<file path="src/rtl/rst_seq.sv">
// Reset sequencer and run monitor: holds N_CH reset channels, releases them in a
// staggered order, then counts run cycles until CPU halt or the cycle budget expires.
module rst_seq #(
    parameter int SIM            = 0,
    parameter int RST_CYCLES_HW  = 1000000,
    parameter int RST_CYCLES_SIM = 25,
    parameter int N_CH           = 3,
    parameter int STAGGER        = 4,
    parameter int CNT_W          = 32,
    parameter int TIMEOUT_CYCLES = 0,
    parameter int AUTO_RESTART   = 0
) (
    input  logic             EXCLK,
    input  logic             btnC,
    input  logic             sw_rst,
    input  logic             halt,
    output logic [N_CH-1:0]  rst_out,
    output logic             run,
    output logic [CNT_W-1:0] cycle_cnt,
    output logic             halted,
    output logic             timeout
);

    localparam int R  = (SIM != 0) ? RST_CYCLES_SIM : RST_CYCLES_HW;
    localparam int L  = R + (N_CH - 1) * STAGGER;
    localparam int HW = $clog2(L + 1);

    localparam logic [HW-1:0] R_H = HW'(R);
    localparam logic [HW-1:0] L_H = HW'(L);

    // A budget wider than the counter can never be hit, so it behaves as disabled.
    localparam bit T_REACH = (TIMEOUT_CYCLES != 0) &&
                             ((CNT_W >= 32) || ((TIMEOUT_CYCLES >> CNT_W) == 0));
    localparam logic [CNT_W-1:0] T_VAL   = CNT_W'(TIMEOUT_CYCLES);
    localparam logic [CNT_W-1:0] CNT_MAX = '1;

    typedef enum logic [1:0] {HOLD, RELEASE, RUN, DONE} state_t;

    state_t           state_q, state_d;
    logic [HW-1:0]    hold_q, hold_d;
    logic [N_CH-1:0]  rst_d;
    logic             run_d;
    logic [CNT_W-1:0] cnt_d;
    logic             halted_d, timeout_d;
    logic             restart;

    function automatic logic [HW-1:0] thr(input int k);
        return HW'(R + k * STAGGER);
    endfunction

    always_ff @(posedge EXCLK) begin
        if (btnC) begin
            state_q   <= HOLD;
            hold_q    <= '0;
            rst_out   <= '1;
            run       <= 1'b0;
            cycle_cnt <= '0;
            halted    <= 1'b0;
            timeout   <= 1'b0;
        end else begin
            state_q   <= state_d;
            hold_q    <= hold_d;
            rst_out   <= rst_d;
            run       <= run_d;
            cycle_cnt <= cnt_d;
            halted    <= halted_d;
            timeout   <= timeout_d;
        end
    end

    // Outputs are computed from the next state so they stay fully registered.
    always_comb begin
        state_d   = state_q;
        hold_d    = hold_q;
        cnt_d     = cycle_cnt;
        halted_d  = halted;
        timeout_d = timeout;
        restart   = 1'b0;
        rst_d     = '0;

        if (sw_rst) begin
            restart = 1'b1;
        end else begin
            case (state_q)
                HOLD, RELEASE: begin
                    hold_d = hold_q + 1'b1;
                    if (hold_d == L_H)
                        state_d = RUN;
                    else if (hold_d >= R_H)
                        state_d = RELEASE;
                end
                RUN: begin
                    if (halt) begin
                        halted_d = 1'b1;
                        state_d  = DONE;
                    end else if (cycle_cnt != CNT_MAX) begin
                        cnt_d = cycle_cnt + 1'b1;
                        if (T_REACH && (cnt_d == T_VAL)) begin
                            timeout_d = 1'b1;
                            state_d   = DONE;
                        end
                    end
                end
                DONE: begin
                    if (AUTO_RESTART != 0)
                        restart = 1'b1;
                end
                default: state_d = HOLD;
            endcase
        end

        if (restart) begin
            state_d   = HOLD;
            hold_d    = '0;
            cnt_d     = '0;
            halted_d  = 1'b0;
            timeout_d = 1'b0;
        end

        for (int k = 0; k < N_CH; k++)
            rst_d[k] = ((state_d == HOLD) || (state_d == RELEASE)) && (hold_d < thr(k));
        run_d = (state_d == RUN);
    end

endmodule
</file>
<file path="config.mk">
export PLATFORM = sky130hd
export DESIGN_NAME = rst_seq
export DESIGN_NICKNAME = d
export VERILOG_FILES = /design/src/rtl/rst_seq.sv
export SDC_FILE = /design/constraint.sdc
export NUM_CORES = 1
export LEC_CHECK = 0
export CORE_UTILIZATION = 56
export CTS_CLUSTER_SIZE = 30
export DETAILED_ROUTE_END_ITERATION = 7
export PLACE_DENSITY = 0.82
export SETUP_SLACK_MARGIN = 0.2
export SLEW_MARGIN = 20
export SYNTH_ARGS = -nofsm -noshare
export SYNTH_HDL_FRONTEND = slang
export SYNTH_SLANG_ARGS = --single-unit
</file>
<file path="constraint.sdc">
create_clock -name EXCLK -period 2.85 [get_ports EXCLK]
set_input_delay 0.57 -clock EXCLK [delete_from_list [all_inputs] [get_ports EXCLK]]
set_output_delay 0.57 -clock EXCLK [all_outputs]
set_load 0.02 [all_outputs]
</file>
==> flow_metrics.tcl <==
set metrics [dict create \
    vias 3049 \
    drc 0 \
    grt_max_degree 27 \
    irDropWorstVdd_v 0.000386 \
    insertion_delay_ps 340 \
    io_pins 42 \
    cp.required_ps 3070 \
    cts.sinks 59 \
    nNetsFinal 449 \
    postLayoutCoreUtil_pct 72.1 \
    diodes 0 \
    slew_headroom_pct 51.4 \
    initial_core_util_pct 59.5 \
    synth_warnings 0 \
    grt_overflow 0 \
    numPortBuffers 40 \
    vias_per_cell 5.86 \
    dr.pass1.iters 5 \
    r2r_slack_ps 350 \
    cp_max_fo 13 \
    rsz0062_at_grt "no" \
    rows 27 \
    area_growth_pct 21.3 \
    fp.dieH_um 79.2 \
    clock_path_buffers 2 \
    htree_levels 3 \
    gr-usage-all-layers_pct 26.6 \
    ys_types 58 \
    timing.fmax_mhz 401 \
    worstSetupPathType "flop to flop" \
    grt_first_pass_wirelength_mm 13.1 \
    avgSynthCellArea_um2 8.17 \
    routabilityCongestion 0.859 \
    dp_hpwl_mm 5.51 \
    synth_nets 414 \
    startpoint_type "flop" \
    placedCellCount 503 \
    drv_slew 0 \
    synth_edf_count 0 \
    die_w_um 79.2 \
    core-area_um2 5610 \
    antenna_found_initial 0 \
    final_common_cell "dfxtp_1" \
    cap_violations 0 \
    finalCriticalPeriod_ps 2500 \
    drt_iter0_drc 214 \
    cts_made_buffers 9 \
    finalNonFillerCells 520 \
    hold_viol_final 0 \
    critPathCaptureType "flop" \
    cts_tree "yes" \
    ys_ff_latch 59 \
    netlist_instances 408 \
    clk_pin_slew_ps 70 \
    finalWirelength_mm 7.87 \
    seq_area_frac_synth_pct 35.4 \
    power_density_nw_per_um2 420 \
    status "completed" \
    final_cell_mix "55 x dfxtp_1, 53 x nor2_1, 40 x clkdlybuf4s50_1" \
    synth_top_flop_cell "dfxtp_1" \
    finalCritPeriodShare_pct 87.6 \
    drive_gt1_share_pct 11.2 \
    syn-cell-area_um2 3330 \
    fin_skew_ps 7.29 \
    arrival_ps 2720 \
    hp-class "flop to flop" \
    dieArea_um2 6270 \
    p_leak_nw 1.29 \
    cts_hold_buf 0 \
    post_drt_wl_per_cell_um 15.1 \
    cts-root-buf "clkbuf_8" \
    tns_ps 0 \
    synth-async-reset-ratio_pct 0 \
    tightest_slew_ps 728 \
    setup_viol 0 \
    p_total_w 0.00170 \
    first_global_vias 2841 \
    postRouteAntennaNets 0 \
]
Yosys cell counts (6+ instances only):
cell,count,area [um2]
xor2_1,18,158
mux2i_1,7,70.1
or3_1,16,100
clkbuf_1,12,45.0
a21oi_1,18,90.1
buf_2,9,45.0
nor3_1,28,140
nor4_1,10,62.6
nand3_1,20,100
dfxtp_1,59,1180
and4_1,6,52.6
nand2_1,23,86.3
nor2_1,53,199
and3_1,6,37.5
inv_1,13,48.8
xnor2_1,26,228
nand4_1,11,68.8
o21ai_0,15,75.1
power breakdown:
part / switching [W] / internal [W]
Combinational: 0.0000230 / 0.00000957
Sequential: 0.00000201 / 0.000826
Clock: 0.000338 / 0.000499
stage by stage:
step                cell area [um2]  worst slack [ps]  hold WS, ps
finish                         4050               354          518
global route                   4050               186          537
CTS                            3990               244          518
detailed placement             3770               258          498
global placement               3770               310          492
floorplan                      3330               564          522
per-layer routing:
metal	track usage, %	vias to the layer above	part of all wire [%]
met5	0	-	0
met4	8.55	0	1.7
met3	8.05	17	6.0
met2	45.9	86	50
met1	31.2	1426	43
li1	-	1520	-
path summary, 6_finish.rpt:
kind,from,to,cells past startpoint
max,hold_q[10],rst_out[1],7
min,cycle_cnt[16],cycle_cnt[16],2
min reg2reg,cycle_cnt[16],cycle_cnt[16],2
max reg2reg,hold_q[10],rst_out[1],7
logic make-up after synthesis:
kind of cell	count (synthesis)	synth area share [%]
compound gates	60	12.7
xor+xnor	44	11.6
fa+ha+maj	2	0.750
buf+inv	40	5.44
flops	59	35.4
mux	7	2.10
other cells	1	0.112
simple gates	195	31.9
state kept, by name (all words and copies together) (netlist names), named ones only:
name	count
state_q	2
run	1
halted	1
cycle_cnt	32
rst_out	3
hold_q	19
area by class of cell:
type / count / area, um2
multi-input cells: 309 / 2010
fillers: 457 / 1560
clock buffers: 13 / 179
repair buffers: 51 / 483
inverters: 13 / 48.8
flip-flops and latches: 59 / 1190
well taps: 72 / 90.1
clock inverters: 3 / 43.8
what timing repair did:
| item | 4_1_cts | 5_1_grt |
|---|---|---|
| setup buffers | 0 | 1 |
| setup endpoints to repair | 0 | 5 |
| resized for setup | 0 | 10 |
critical path, cell delays in order (launching register included):
cell      delay, ps
dfxtp_1         520
nand4_4         290
or4_1           590
nor4_1          290
o311a_4         240
a31oi_4         120
o221ai_2        200
a22oi_1         120
Power figures use the tool's default switching activity.
